### config.mk
export PLATFORM = sky130hd
export DESIGN_NAME = decim_stat_capture
export DESIGN_NICKNAME = d
export VERILOG_FILES = /design/src/rtl/decim_stat_capture.sv
export SDC_FILE = /design/constraint.sdc
export NUM_CORES = 1
export LEC_CHECK = 0
export BUFFER_PORTS_ARGS = -buffer_cell sky130_fd_sc_hd__buf_4
export CORE_ASPECT_RATIO = 1.1
export CORE_MARGIN = 1
export CORE_UTILIZATION = 30
export CTS_CLUSTER_SIZE = 25
export DETAILED_ROUTE_END_ITERATION = 16
export GPL_TIMING_DRIVEN = 1
export PLACE_DENSITY = 0.46
export SLEW_MARGIN = 15
export SYNTH_ARGS = -nofsm -noshare
export SYNTH_HDL_FRONTEND = slang
export SYNTH_SLANG_ARGS = --single-unit
### constraint.sdc
create_clock -name clk -period 27.3 [get_ports clk]
set_clock_uncertainty 0.15 [all_clocks]
set_input_delay 5.46 -clock clk [delete_from_list [all_inputs] [get_ports clk]]
set_output_delay 5.46 -clock clk [all_outputs]
set_load 0.01 [all_outputs]
### src/rtl/decim_stat_capture.sv
// Multi-channel decimating statistics capture: arm/trigger/hold-off, then per-channel block mean/min/max/p-p.
// Optional DECIM_STAT_ROUND_EN selects round-half-up saturated mean instead of floor.
module decim_stat_capture #(
  parameter int DW      = 16,
  parameter int NCHAN   = 2,
  parameter int MAXLOG2 = 20,
  parameter int MEMAW   = 10,
  parameter int LW      = 5
) (
  input  logic                  clk,
  input  logic                  reset,
  input  logic                  arm,
  input  logic                  abort,
  input  logic                  trig,
  input  logic                  cont,
  input  logic [LW-1:0]         log2n,
  input  logic [31:0]           dt,
  input  logic [MEMAW-1:0]      npts,
  input  logic [1:0]            opsel,
  input  logic [NCHAN*DW-1:0]   din,
  output logic [NCHAN*DW-1:0]   dout,
  output logic                  dvalid,
  output logic [MEMAW-1:0]      addr,
  output logic                  busy,
  output logic                  done
);

  localparam int AW = DW + MAXLOG2;

  typedef enum logic [2:0] {S_IDLE, S_ARMED, S_HOLDOFF, S_RUN, S_DONE} state_t;

  state_t               state_r, state_nxt_s;
  logic                 cont_r;
  logic [LW-1:0]        l2_r;
  logic [MAXLOG2-1:0]   mask_r, scnt_r;
  logic [31:0]          dt_r, hcnt_r;
  logic [MEMAW-1:0]     npm1_r, widx_r, fin_addr_r, addr_r;
  logic [1:0]           op_r;
  logic                 fin_v_r, dvalid_r, busy_r, done_r;

  logic [LW-1:0]        l2_in_s;
  logic                 arm_ok_s, run_s, last_s, final_s, trig_go_s;

  assign l2_in_s   = (log2n > LW'(MAXLOG2)) ? LW'(MAXLOG2) : log2n;
  assign arm_ok_s  = arm & ~abort & ((state_r == S_IDLE) | (state_r == S_DONE));
  assign run_s     = (state_r == S_RUN);
  assign last_s    = run_s & (scnt_r == mask_r);
  assign final_s   = last_s & (widx_r == npm1_r);
  assign trig_go_s = (state_r == S_ARMED) & trig;

  // Next-state decode; abort has priority over everything else
  always_comb begin
    state_nxt_s = state_r;
    if (abort) begin
      state_nxt_s = S_IDLE;
    end else begin
      case (state_r)
        S_IDLE:    if (arm) state_nxt_s = S_ARMED; else state_nxt_s = S_IDLE;
        S_ARMED:   if (trig) state_nxt_s = (dt_r == 32'd0) ? S_RUN : S_HOLDOFF;
                   else state_nxt_s = S_ARMED;
        S_HOLDOFF: if (hcnt_r == 32'd0) state_nxt_s = S_RUN; else state_nxt_s = S_HOLDOFF;
        S_RUN:     if (final_s) state_nxt_s = cont_r ? S_ARMED : S_DONE; else state_nxt_s = S_RUN;
        S_DONE:    if (arm) state_nxt_s = S_ARMED; else state_nxt_s = S_DONE;
        default:   state_nxt_s = S_IDLE;
      endcase
    end
  end

  // Control state, config latch, counters and the two-stage result pipeline
  always_ff @(posedge clk or posedge reset) begin
    if (reset) begin
      state_r    <= S_IDLE;
      busy_r     <= 1'b0;
      done_r     <= 1'b0;
      cont_r     <= 1'b0;
      l2_r       <= {LW{1'b0}};
      mask_r     <= {MAXLOG2{1'b0}};
      dt_r       <= 32'd0;
      npm1_r     <= {MEMAW{1'b0}};
      op_r       <= 2'd0;
      hcnt_r     <= 32'd0;
      scnt_r     <= {MAXLOG2{1'b0}};
      widx_r     <= {MEMAW{1'b0}};
      fin_v_r    <= 1'b0;
      fin_addr_r <= {MEMAW{1'b0}};
      dvalid_r   <= 1'b0;
      addr_r     <= {MEMAW{1'b0}};
    end else begin
      state_r <= state_nxt_s;
      busy_r  <= (state_nxt_s == S_ARMED) | (state_nxt_s == S_HOLDOFF) | (state_nxt_s == S_RUN);
      done_r  <= (state_nxt_s == S_DONE);
      if (arm_ok_s) begin
        cont_r <= cont;
        l2_r   <= l2_in_s;
        mask_r <= ~({MAXLOG2{1'b1}} << l2_in_s);
        dt_r   <= dt;
        npm1_r <= npts - MEMAW'(1);   // npts==0 wraps to all-ones: 2^MEMAW results
        op_r   <= opsel;
      end
      if (trig_go_s) begin
        hcnt_r <= dt_r - 32'd1;
      end else if ((state_r == S_HOLDOFF) && (hcnt_r != 32'd0)) begin
        hcnt_r <= hcnt_r - 32'd1;
      end
      if (abort) begin
        scnt_r <= {MAXLOG2{1'b0}};
        widx_r <= {MEMAW{1'b0}};
      end else if (last_s) begin
        scnt_r <= {MAXLOG2{1'b0}};
        widx_r <= final_s ? {MEMAW{1'b0}} : widx_r + MEMAW'(1);
      end else if (run_s) begin
        scnt_r <= scnt_r + MAXLOG2'(1);
      end
      fin_v_r <= last_s & ~abort;
      if (last_s) fin_addr_r <= widx_r;
      dvalid_r <= fin_v_r & ~abort;
      if (fin_v_r & ~abort) addr_r <= fin_addr_r;
    end
  end

  assign dvalid = dvalid_r;
  assign addr   = addr_r;
  assign busy   = busy_r;
  assign done   = done_r;

`ifdef DECIM_STAT_ROUND_EN
  localparam logic signed [AW:0] SAT_HI = $signed({{(AW-DW+2){1'b0}}, {(DW-1){1'b1}}});
  localparam logic signed [AW:0] SAT_LO = $signed({{(AW-DW+2){1'b1}}, {(DW-1){1'b0}}});
  logic [AW:0] half_s;
  assign half_s = (l2_r == {LW{1'b0}}) ? {(AW+1){1'b0}}
                                       : ({{AW{1'b0}}, 1'b1} << (l2_r - LW'(1)));
`endif

  for (genvar c = 0; c < NCHAN; c++) begin : g_ch
    logic signed [DW-1:0] x_s, min_r, max_r, min_nxt_s, max_nxt_s, mean_s, res_s, res_r;
    logic signed [AW-1:0] sum_r, sum_nxt_s, xext_s;

    assign x_s    = din[c*DW +: DW];
    assign xext_s = {{MAXLOG2{x_s[DW-1]}}, x_s};

    // Running window statistics; first sample of a window reloads them
    always_comb begin
      if (scnt_r == {MAXLOG2{1'b0}}) begin
        sum_nxt_s = xext_s;
        min_nxt_s = x_s;
        max_nxt_s = x_s;
      end else begin
        sum_nxt_s = sum_r + xext_s;
        min_nxt_s = (x_s < min_r) ? x_s : min_r;
        max_nxt_s = (x_s > max_r) ? x_s : max_r;
      end
    end

`ifdef DECIM_STAT_ROUND_EN
    logic signed [AW:0] rq_s;
    assign rq_s = ($signed({sum_r[AW-1], sum_r}) + $signed(half_s)) >>> l2_r;
    // Saturate the rounded mean into the signed sample range
    always_comb begin
      if (rq_s > SAT_HI) begin
        mean_s = {1'b0, {(DW-1){1'b1}}};
      end else if (rq_s < SAT_LO) begin
        mean_s = {1'b1, {(DW-1){1'b0}}};
      end else begin
        mean_s = rq_s[DW-1:0];
      end
    end
`else
    assign mean_s = DW'(sum_r >>> l2_r);
`endif

    // Result select for the completed window
    always_comb begin
      case (op_r)
        2'd0:    res_s = mean_s;
        2'd1:    res_s = min_r;
        2'd2:    res_s = max_r;
        2'd3:    res_s = max_r - min_r;
        default: res_s = mean_s;
      endcase
    end

    // Accumulators and registered result word
    always_ff @(posedge clk or posedge reset) begin
      if (reset) begin
        sum_r <= {AW{1'b0}};
        min_r <= {DW{1'b0}};
        max_r <= {DW{1'b0}};
        res_r <= {DW{1'b0}};
      end else begin
        if (run_s) begin
          sum_r <= sum_nxt_s;
          min_r <= min_nxt_s;
          max_r <= max_nxt_s;
        end
        if (fin_v_r & ~abort) res_r <= res_s;
      end
    end

    assign dout[c*DW +: DW] = res_r;
  end

endmodule

==> results of run 1 <==
-- report_power, final --
| group | internal [W] | switching [W] |
|---|---|---|
| Sequential | 0.000611 | 0.000163 |
| Combinational | 0.000618 | 0.000756 |
| Clock | 0.000346 | 0.000230 |
| Total | 0.00157 | 0.00115 |
-- sequential cells by signal, indices dropped and copies added, names as in the netlist --
name and cells:
g_ch.res_r 32, scnt_r 20, g_ch.min_r 32, fin_addr_r 10, state_r 3, hcnt_r 32
dvalid 1, addr 10, g_ch.max_r 32, widx_r 10, op_r 2, npm1_r 10
done 1, mask_r 20, cont_r 1, fin_v_r 1, g_ch.sum_r 72, dt_r 32
l2_r 4, busy 1
-- layout by cell type, fill, tap and decap left out, types with 7 or more instances in the layout --
cell type,netlist,layout
sky130_fd_sc_hd__or4_1,9,9
sky130_fd_sc_hd__nor2_1,232,231
sky130_fd_sc_hd__nor2b_1,27,27
sky130_fd_sc_hd__a31oi_1,24,24
sky130_fd_sc_hd__clkbuf_1,121,15
sky130_fd_sc_hd__mux4_2,57,57
sky130_fd_sc_hd__nand2_1,524,524
sky130_fd_sc_hd__a211oi_1,20,20
sky130_fd_sc_hd__and3_1,18,18
sky130_fd_sc_hd__o21bai_1,10,10
sky130_fd_sc_hd__o31a_1,7,7
sky130_fd_sc_hd__o211ai_1,21,21
sky130_fd_sc_hd__dfrtp_1,326,321
sky130_fd_sc_hd__nor4_1,26,26
sky130_fd_sc_hd__or3_1,20,20
sky130_fd_sc_hd__clkbuf_16,0,42
sky130_fd_sc_hd__a21o_1,67,67
sky130_fd_sc_hd__o21a_1,22,22
sky130_fd_sc_hd__o21ai_0,211,211
sky130_fd_sc_hd__nor3_1,69,67
sky130_fd_sc_hd__xor2_1,86,86
sky130_fd_sc_hd__or2_2,7,7
sky130_fd_sc_hd__xnor2_1,98,98
sky130_fd_sc_hd__mux2_2,86,86
sky130_fd_sc_hd__inv_1,112,111
sky130_fd_sc_hd__mux2i_1,90,90
sky130_fd_sc_hd__buf_4,0,161
sky130_fd_sc_hd__and2_1,12,12
sky130_fd_sc_hd__nand4_1,32,32
sky130_fd_sc_hd__ha_1,167,167
sky130_fd_sc_hd__a21oi_1,222,222
sky130_fd_sc_hd__o31ai_1,18,18
sky130_fd_sc_hd__nand2b_1,29,28
sky130_fd_sc_hd__nand3_1,42,42
sky130_fd_sc_hd__a221oi_1,8,8
-- logic make-up after synthesis --
family	Yosys count
simple gates	1073
compound gates	685
flops	326
buf+inv	270
mux	234
xor+xnor	184
fa+ha+maj	171
-- worst max-delay path, cell delays in order --
cell                        delay [ns]
sky130_fd_sc_hd__buf_4            0.13
sky130_fd_sc_hd__nand4bb_4        0.08
sky130_fd_sc_hd__buf_4            0.56
sky130_fd_sc_hd__nor2_1           0.08
sky130_fd_sc_hd__a21oi_1          0.17
sky130_fd_sc_hd__ha_1             0.27
sky130_fd_sc_hd__o21a_1           0.25
sky130_fd_sc_hd__o21ai_0          0.21
sky130_fd_sc_hd__a21oi_1          0.31
sky130_fd_sc_hd__nand2_1          0.19
sky130_fd_sc_hd__nor4_1           0.47
sky130_fd_sc_hd__nand2_1          0.13
sky130_fd_sc_hd__xor2_1           0.16
sky130_fd_sc_hd__a21oi_1          0.16
-- metrics by stage --
stage	setup slack, ns	area, um2
floorplan	12.66	25000
global placement	18.53	27000
detailed placement	18.47	27000
CTS	19.12	28400
global route	18.73	28400
finish	19.00	28400
-- layout make-up --
| type | count | area share |
|---|---|---|
| Multi-Input combinational cell | 2347 | 0.558 |
| Sequential cell | 326 | 0.287 |
| Tap cell | 1064 | 0.0468 |
| Timing Repair Buffer | 161 | 0.0425 |
| Clock buffer | 62 | 0.0414 |
| Inverter | 116 | 0.0156 |
| Clock inverter | 13 | 0.00770 |
| Antenna cell | 2 | 0.000176 |
-- per-layer routing --
metal	up-vias	routed length [um]	track usage
met5	-	54	0
met4	8	1680	0.0509
li1	10500	-	-
met3	98	3410	0.0306
met1	10400	36600	0.250
met2	409	34900	0.285
-- synth_stat cells, types with 69 or more instances --
master,count,share of area
sky130_fd_sc_hd__inv_1,112,0.017
sky130_fd_sc_hd__mux2i_1,90,0.036
sky130_fd_sc_hd__nor2_1,232,0.035
sky130_fd_sc_hd__o21ai_0,211,0.042
sky130_fd_sc_hd__xor2_1,86,0.030
sky130_fd_sc_hd__a21oi_1,222,0.044
sky130_fd_sc_hd__clkbuf_1,121,0.018
sky130_fd_sc_hd__nor3_1,69,0.014
sky130_fd_sc_hd__mux2_2,86,0.039
sky130_fd_sc_hd__xnor2_1,98,0.034
sky130_fd_sc_hd__dfrtp_1,326,0.33
sky130_fd_sc_hd__nand2_1,524,0.079
sky130_fd_sc_hd__ha_1,167,0.084
-- worst min-delay path by stage --
stage                  start  depth (start not counted)  slack, ns       to
4_1_cts        fin_addr_r[6]                          2       0.31  addr[6]
3_3_place_gp   fin_addr_r[0]                          2       0.30  addr[0]
3_5_place_dp   fin_addr_r[0]                          2       0.30  addr[0]
5_1_grt        fin_addr_r[0]                          2       0.34  addr[0]
6_report       fin_addr_r[6]                          2       0.31  addr[6]
2_1_floorplan  fin_addr_r[0]                          2       0.28  addr[0]
==> impl.org, run 1 <==
** Detailed routing
- Before antenna repair, the detailed router went through 5 iterations.
- Total Routed Length :: 76,600 um
- After detailed routing, the average wire length per cell comes to 18.7 um.
- After the first detailed-routing iteration, the DRC count stood at 1,356.
- Once detail routing completed, the nets flagged for antenna violations numbered 0.
- In the routed layout, each cell is associated on average with a via count of 5.25.
- The final route contains 21,500 vias.
- Remaining DRCs :: 0

** Clocking
- Total setup buffers inserted after CTS :: 0
- TritonCTS built the clock tree.
- Maximum root-to-sink buffer count :: 3
- CTS placed an instance of sky130_fd_sc_hd__clkbuf_16 at the clock tree root.
- Post-CTS repair changed the size of 0 cells.
- Inserted Clock Buffers :: 41
- TritonCTS Sinks :: 326
- CTS clk-pin slew, worst paths :: 0.06 ns
- CTS H-Tree Depth :: 2
- Hold repair after CTS inserted 0 buffers.
- The later pin in the worst-skew pair is clocked with a latency of 0.60 ns.

** Power and ir drop
- Max rail drop VDD :: 0.0000447 V
- Power per cell area :: 95.8 nW/um2
- Power Total :: 0.00272 W
- For this design the static power due to leakage is 12.8 nW.

** STA
- Maximum clock rate :: 0.121 GHz
- Counting I/O delays and the setup requirement, the final critical path takes 8.30 ns.
- Final max-slew violation count :: 0
- # setup viols final :: 0
- Post-route setup TNS :: 0 ns
- Unrepaired setup endpoints after global routing :: no
- Post-route worst hold slack :: 0.314 ns
- Tightest Pin Transition :: 1.10 ns
- The final hold violation count is 0.
- Dividing the final minimum period by the clock period gives 0.304.
- Rel. slew slack :: 0.250

** Cells and area
- Combined area of the multi-input logic cells :: 15,900 um2
- Final cell count without fillers :: 4,091
- Number of nets in the finished design :: 3,251
- Of the cells placed in the final design, the portion with a size suffix greater than 1 is 0.133.
- Compared with the post-synthesis result, the final layout area differs by 13.6%.
- Number of filler instances in the final layout :: 8,484
- Summing all flip-flop and latch instances after layout gives 8170 um2.
- Post-route core utilization :: 0.346

** GRT
- The number of global-route vias before repair is 21,300.
- Antenna violations before repair :: 7
- After global routing the overflow that remains totals 0.
- First-pass GRT wire length :: 122,000 um
- In the global route stage, overall resource usage came out at 0.180.
- Pin count of the biggest net entering global routing :: 116

** Placed design
- Half-perimeter wire length of the detailed placement result :: 55,800 um
- During placement, the flow inserted port buffers numbering 131.
- The congestion estimate from routability-driven global placement came to 0.884.
- After detailed placement, the design holds a cell count of 4,014.

** Yosys
- Post-synth EDFFs :: 0
- Of the total synthesized cell area, the portion taken by full adders, half adders and majority gates is 0.0867.
- The share of the Yosys chip area taken by registers is 0.326.
- The portion of synthesized area spent on multiplexers is 0.127.
- After synthesis, the largest family of logic cells by area is simple AND/OR/NAND/NOR gates.
- Synthesis instantiated 75 different standard cells from the library.
- In the synthesized netlist, the number of instances is 2,943.
- Counting every net in the synthesized netlist gives 3,201.
- Fraction of registers with async set/reset :: 1.00
- Post-synthesis simple-gate area fraction :: 0.191
- The average instance in the mapped netlist occupies 8.50 um2.
- Of the total synthesized cell area, the portion taken by XOR and XNOR cells is 0.0644.
- Compound-cell area share of the yosys netlist :: 0.164
- For this run, the number of Yosys warnings is 0.
- After synthesis the cells add up to 25,000 um2.
- Synthesis inferred 326 register bits.
- Among all flip-flop cells after synthesis, the most frequent one is sky130_fd_sc_hd__dfrtp_1.

** Setup path
- Critical Path Source :: trig
- Data arrives at the worst endpoint at 8.67 ns.
- The critical path ends at hcnt_r[28].
- The worst setup path is captured at a register.
- Worst setup path category :: input port to register
- In this run the register-to-register setup slack is 23.32 ns.
- The endpoint identified for the worst register-to-register timing path is hcnt_r[28].
- The worst register-to-register path begins at state_r[1].
- STA puts the critical path data required time at 27.67 ns.
- Of all nets on the critical path, the largest fanout is 70.
- The number of cells on the worst reg-to-reg path is 13.
- The worst setup path is launched from an input port.

** Die
- 132 I/O pins were placed.
- The initialized floorplan defines 110 standard-cell rows.
- Area of the die :: 84,600 um2
- The die is 305 um tall.
- Core Box Area :: 82,200 um2
- The initial utilization of the core area, before any placement, comes to 0.304.
- Horizontal extent of the die :: 277 um

** Min path
- In this run the worst hold path is classified as register to register.

** Outcome
- The flow ran to the end, and the final reports show no timing, DRC or antenna violations.

** Flow run
- The tool flagged a number of max-cap violations equal to 0.
Power figures use the tool's default switching activity.
==> run 2, diff against run 1 <==
PLACE_DENSITY = 0.48   (was 0.46)
clock period = 7.6 ns   (was 27.3 ns; I/O delays follow)
==> run 2 against run 1 <==
Effect of this change:
- worst hold slack got worse by 0.019 ns
- die area is the same
- count of clock-buffer cells in the layout stayed put
- register-to-register slack lost 20 ns
- sequential power grew to 3.6 times the previous value
- wire length shrank 1.3%
- cell area increased by 0.29%
- global-route usage fell by 0.11 points
- critical path type unchanged
- largest power group unchanged
==> impl.org, run 2 (synthesis gave the netlist of run 1 again) <==
** Clocking
- The number of buffers inserted to repair setup after CTS is 0 (unchanged).
- Gates resized, CTS repair :: 0 (unchanged)
- The clock insertion delay at the later pin of the skew report was 0.60 ns (about the same).
- CTS clk-pin slew, worst paths :: 0.06 ns (about the same)
- Number of hold buffers added after CTS :: 0 (unchanged)
- The total clock sinks was 326 (unchanged).
- Inserted Clock Buffers :: 41 (unchanged)
- Clock root buffer :: sky130_fd_sc_hd__clkbuf_16 (unchanged)
- TritonCTS clock tree :: done (unchanged)
- The number of H-tree branching levels came to 2 (unchanged).
- The maximum count of clock buffers along a single path is 3 (unchanged).

** GRT
- The number of antenna violations at the first check in global routing is 9 (was 7).
- First-pass GRT wire length :: 121,000 um (was 122,000 um)
- Number of global-route vias before repair :: 20,800 (was 21,300)
- Global router's overall resource usage :: 0.179 (was 0.180)
- Congestion Overflow GR :: 0 (unchanged)
- The maximum number of pins on one net before global-route repair came to 132 (was 116).

** Flow run
- Number of violations of the max-capacitance limit :: 0 (unchanged)

** Die
- The initial cell density of the core was 0.304 (unchanged).
- Die Y :: 305 um (unchanged)
- The row count came to 110 (unchanged).
- The die area is 84,600 um2 (unchanged).
- Core Box Area :: 82,200 um2 (unchanged)
- The number of top-level pins was 132 (unchanged).
- The die width is 277 um (unchanged).

** Power and ir drop
- The peak supply drop is 0.000152 V (was 0.0000447 V).
- Power per cell area :: 344 nW/um2 (was 95.8 nW/um2)
- The leakage power is 12.8 nW (about the same).
- Power Total :: 0.00981 W (was 0.00272 W)

** Detailed routing
- The number of nets with antenna violations after detailed routing was 0 (unchanged).
- Number of vias in the routed layout :: 21,100 (was 21,500)
- The total wirelength of the detailed-routed design is 75,600 um (was 76,600 um).
- Via-per-instance ratio :: 5.16 (was 5.25)
- The number of detailed-route iterations in the first pass was 7 (was 5).
- The number of DRC violations after detailed routing was 0 (unchanged).
- Initial detailed-routing violation count :: 1,410 (was 1,356)
- Mean routed wirelength per cell :: 18.5 um (was 18.7 um)

** STA
- The relative slew slack was 0.343 (was 0.250).
- Period utilisation layout :: 0.562
- Final max-slew violation count :: 0 (unchanged)
- The worst path setup slack after routing is 3.33 ns (was 19.00 ns).
- Maximum clock rate :: 0.234 GHz
- Tightest Pin Transition :: 0.985 ns (was 1.10 ns)
- The total negative setup slack came to 0 ns (unchanged).
- The final hold violation count was 0 (unchanged).
- Post-route minimum period :: 4.27 ns
- The setup violation total in the final timing report came to 0 (unchanged).
- Unrepaired setup endpoints after global routing: no (unchanged).

** Setup path
- The largest fanout on the critical path is 5 (was 70).
- The critical path endpoint category was a register (unchanged).
- Chain of cells forming the critical path :: buf_4, ha_1, inv_1, fa_1, nand2b_1, a21oi_1, o221a_2, a41oi_1, nor3_1, nor2_1, o31ai_1, a221oi_1, mux2i_1, nand2_1 (was buf_4, nand4bb_4, buf_4, nor2_1, a21oi_1, ha_1, o21a_1, o21ai_0, a21oi_1, nand2_1, nor4_1, nand2_1, xor2_1, a21oi_1)
- Worst endpoint required time :: 7.91 ns (was 27.67 ns)
- The largest incremental delay on the critical path came to 0.39 ns (was 0.56 ns).
- The data arrival time at the worst-slack endpoint is 4.59 ns (was 8.67 ns).
- Critical-path cell with the highest stage delay :: sky130_fd_sc_hd__fa_1 (was sky130_fd_sc_hd__buf_4)
- CP startpoint kind :: input port (unchanged)
- Worst setup path category :: input port to register (unchanged)

** Cells and area
- Final cell count without fillers :: 4,091 (unchanged)
- The layout filler cell count is 8,537 (was 8,484).
- Flip-flop count of the largest register, all copies and words added :: 72 (unchanged)
- Most frequent cells in the layout: 524 x sky130_fd_sc_hd__nand2_1, 321 x sky130_fd_sc_hd__dfrtp_1, 231 x sky130_fd_sc_hd__nor2_1 (unchanged).
- The register area is 8170 um2 (unchanged).
- The register with the most flip-flops is g_ch.sum_r (unchanged).
- The area growth from synthesis to layout was 13.9% (was 13.6%).
- Combined area of the multi-input logic cells :: 15,900 um2 (unchanged)
- Number of nets in the finished design :: 3,252 (was 3,251)
- The share of final-layout standard cells stronger than drive strength 1 came to 0.135 (was 0.133).
- Commonest non-fill, non-tap cell in the layout :: sky130_fd_sc_hd__nand2_1 (unchanged)
- Total non-filler cell area in the finished layout :: 28,500 um2 (was 28,400 um2)

** Min path
- The type of the tightest min-delay check is register to register (unchanged).

** Placed design
- Port Buffer Count :: 131 (unchanged)
- The last weighted congestion value of the routability-driven placer was 0.845 (was 0.884).
- The HPWL after detailed placement came to 54,600 um (was 55,800 um).
- The worst slack after detailed placement came to 2.73 ns (was 18.47 ns).
- Cell area after placement :: 27,100 um2 (was 27,000 um2)
- Placed Cells :: 4,015 (was 4,014)

** Outcome
- Outcome :: finished clean (unchanged)
[run 2: cell types whose count changed in the layout (fill, tap and decap cells not counted)]
cell                        change
sky130_fd_sc_hd__inv_2          -1
sky130_fd_sc_hd__buf_12         +2
sky130_fd_sc_hd__clkbuf_1       -8
sky130_fd_sc_hd__diode_2        -1
sky130_fd_sc_hd__clkinv_2       +1
sky130_fd_sc_hd__clkinv_4       +1
sky130_fd_sc_hd__clkbuf_8       +8
sky130_fd_sc_hd__inv_8          -1
sky130_fd_sc_hd__buf_4          -1
sky130_fd_sc_hd__clkinv_1       +1
sky130_fd_sc_hd__bufinv_16      -1
[run 2: path summary, 6_finish.rpt]
kind                               startpoint           endpoint  slack [ns]  cells after the start
worst min-delay path            fin_addr_r[0]            addr[0]        0.30                      2
worst min register to register  fin_addr_r[0]            addr[0]        0.30                      2
worst max-delay path                   din[0]  g_ch[0].sum_r[34]        3.33                     14
max in group asynchronous               reset  g_ch[1].sum_r[24]        5.23                      3
min in group asynchronous               reset  g_ch[1].res_r[14]        0.80                      2
worst max register to register        l2_r[1]   g_ch[0].res_r[7]        3.78                      8
[run 2: area by class of cell]
cell class                 count  share of cell area
clock inverter                13             0.00685
tap                         1064              0.0467
multi-input combinational   2347               0.557
inverter                     116              0.0154
sequential                   326               0.286
clock buffer                  62              0.0441
timing repair buffer         162              0.0435
antenna                        1           0.0000878
[run 2: worst max-delay path, delay by kind of cell]
family | cells | cell delay (ns)
multiplexers | 1 | 0.17
adder cells (fa/ha/maj) | 2 | 0.58
AO/OA/AOI/OAI | 5 | 1.39
buffers and inverters | 2 | 0.17
AND/OR/NAND/NOR | 4 | 0.74
[run 2: power by group]
group	switching (W)	internal [W]
Combinational	0.00269	0.00222
Clock	0.000841	0.00128
Sequential	0.000586	0.00219
Total	0.00412	0.00570
[run 2: layer usage]
layer  global-route usage  share of wire
met4               0.0432          0.019
met5                    0        0.00089
met3               0.0281          0.041
met1                0.254           0.49
met2                0.282           0.45
[run 2: through the flow]
stage | hold WS [ns] | util
2_1_floorplan | 0.283 | -
3_3_place_gp | 0.295 | 0.329
3_5_place_dp | 0.303 | 0.329
4_1_cts | 0.303 | 0.347
5_1_grt | 0.339 | 0.347
6_report | 0.295 | 0.347
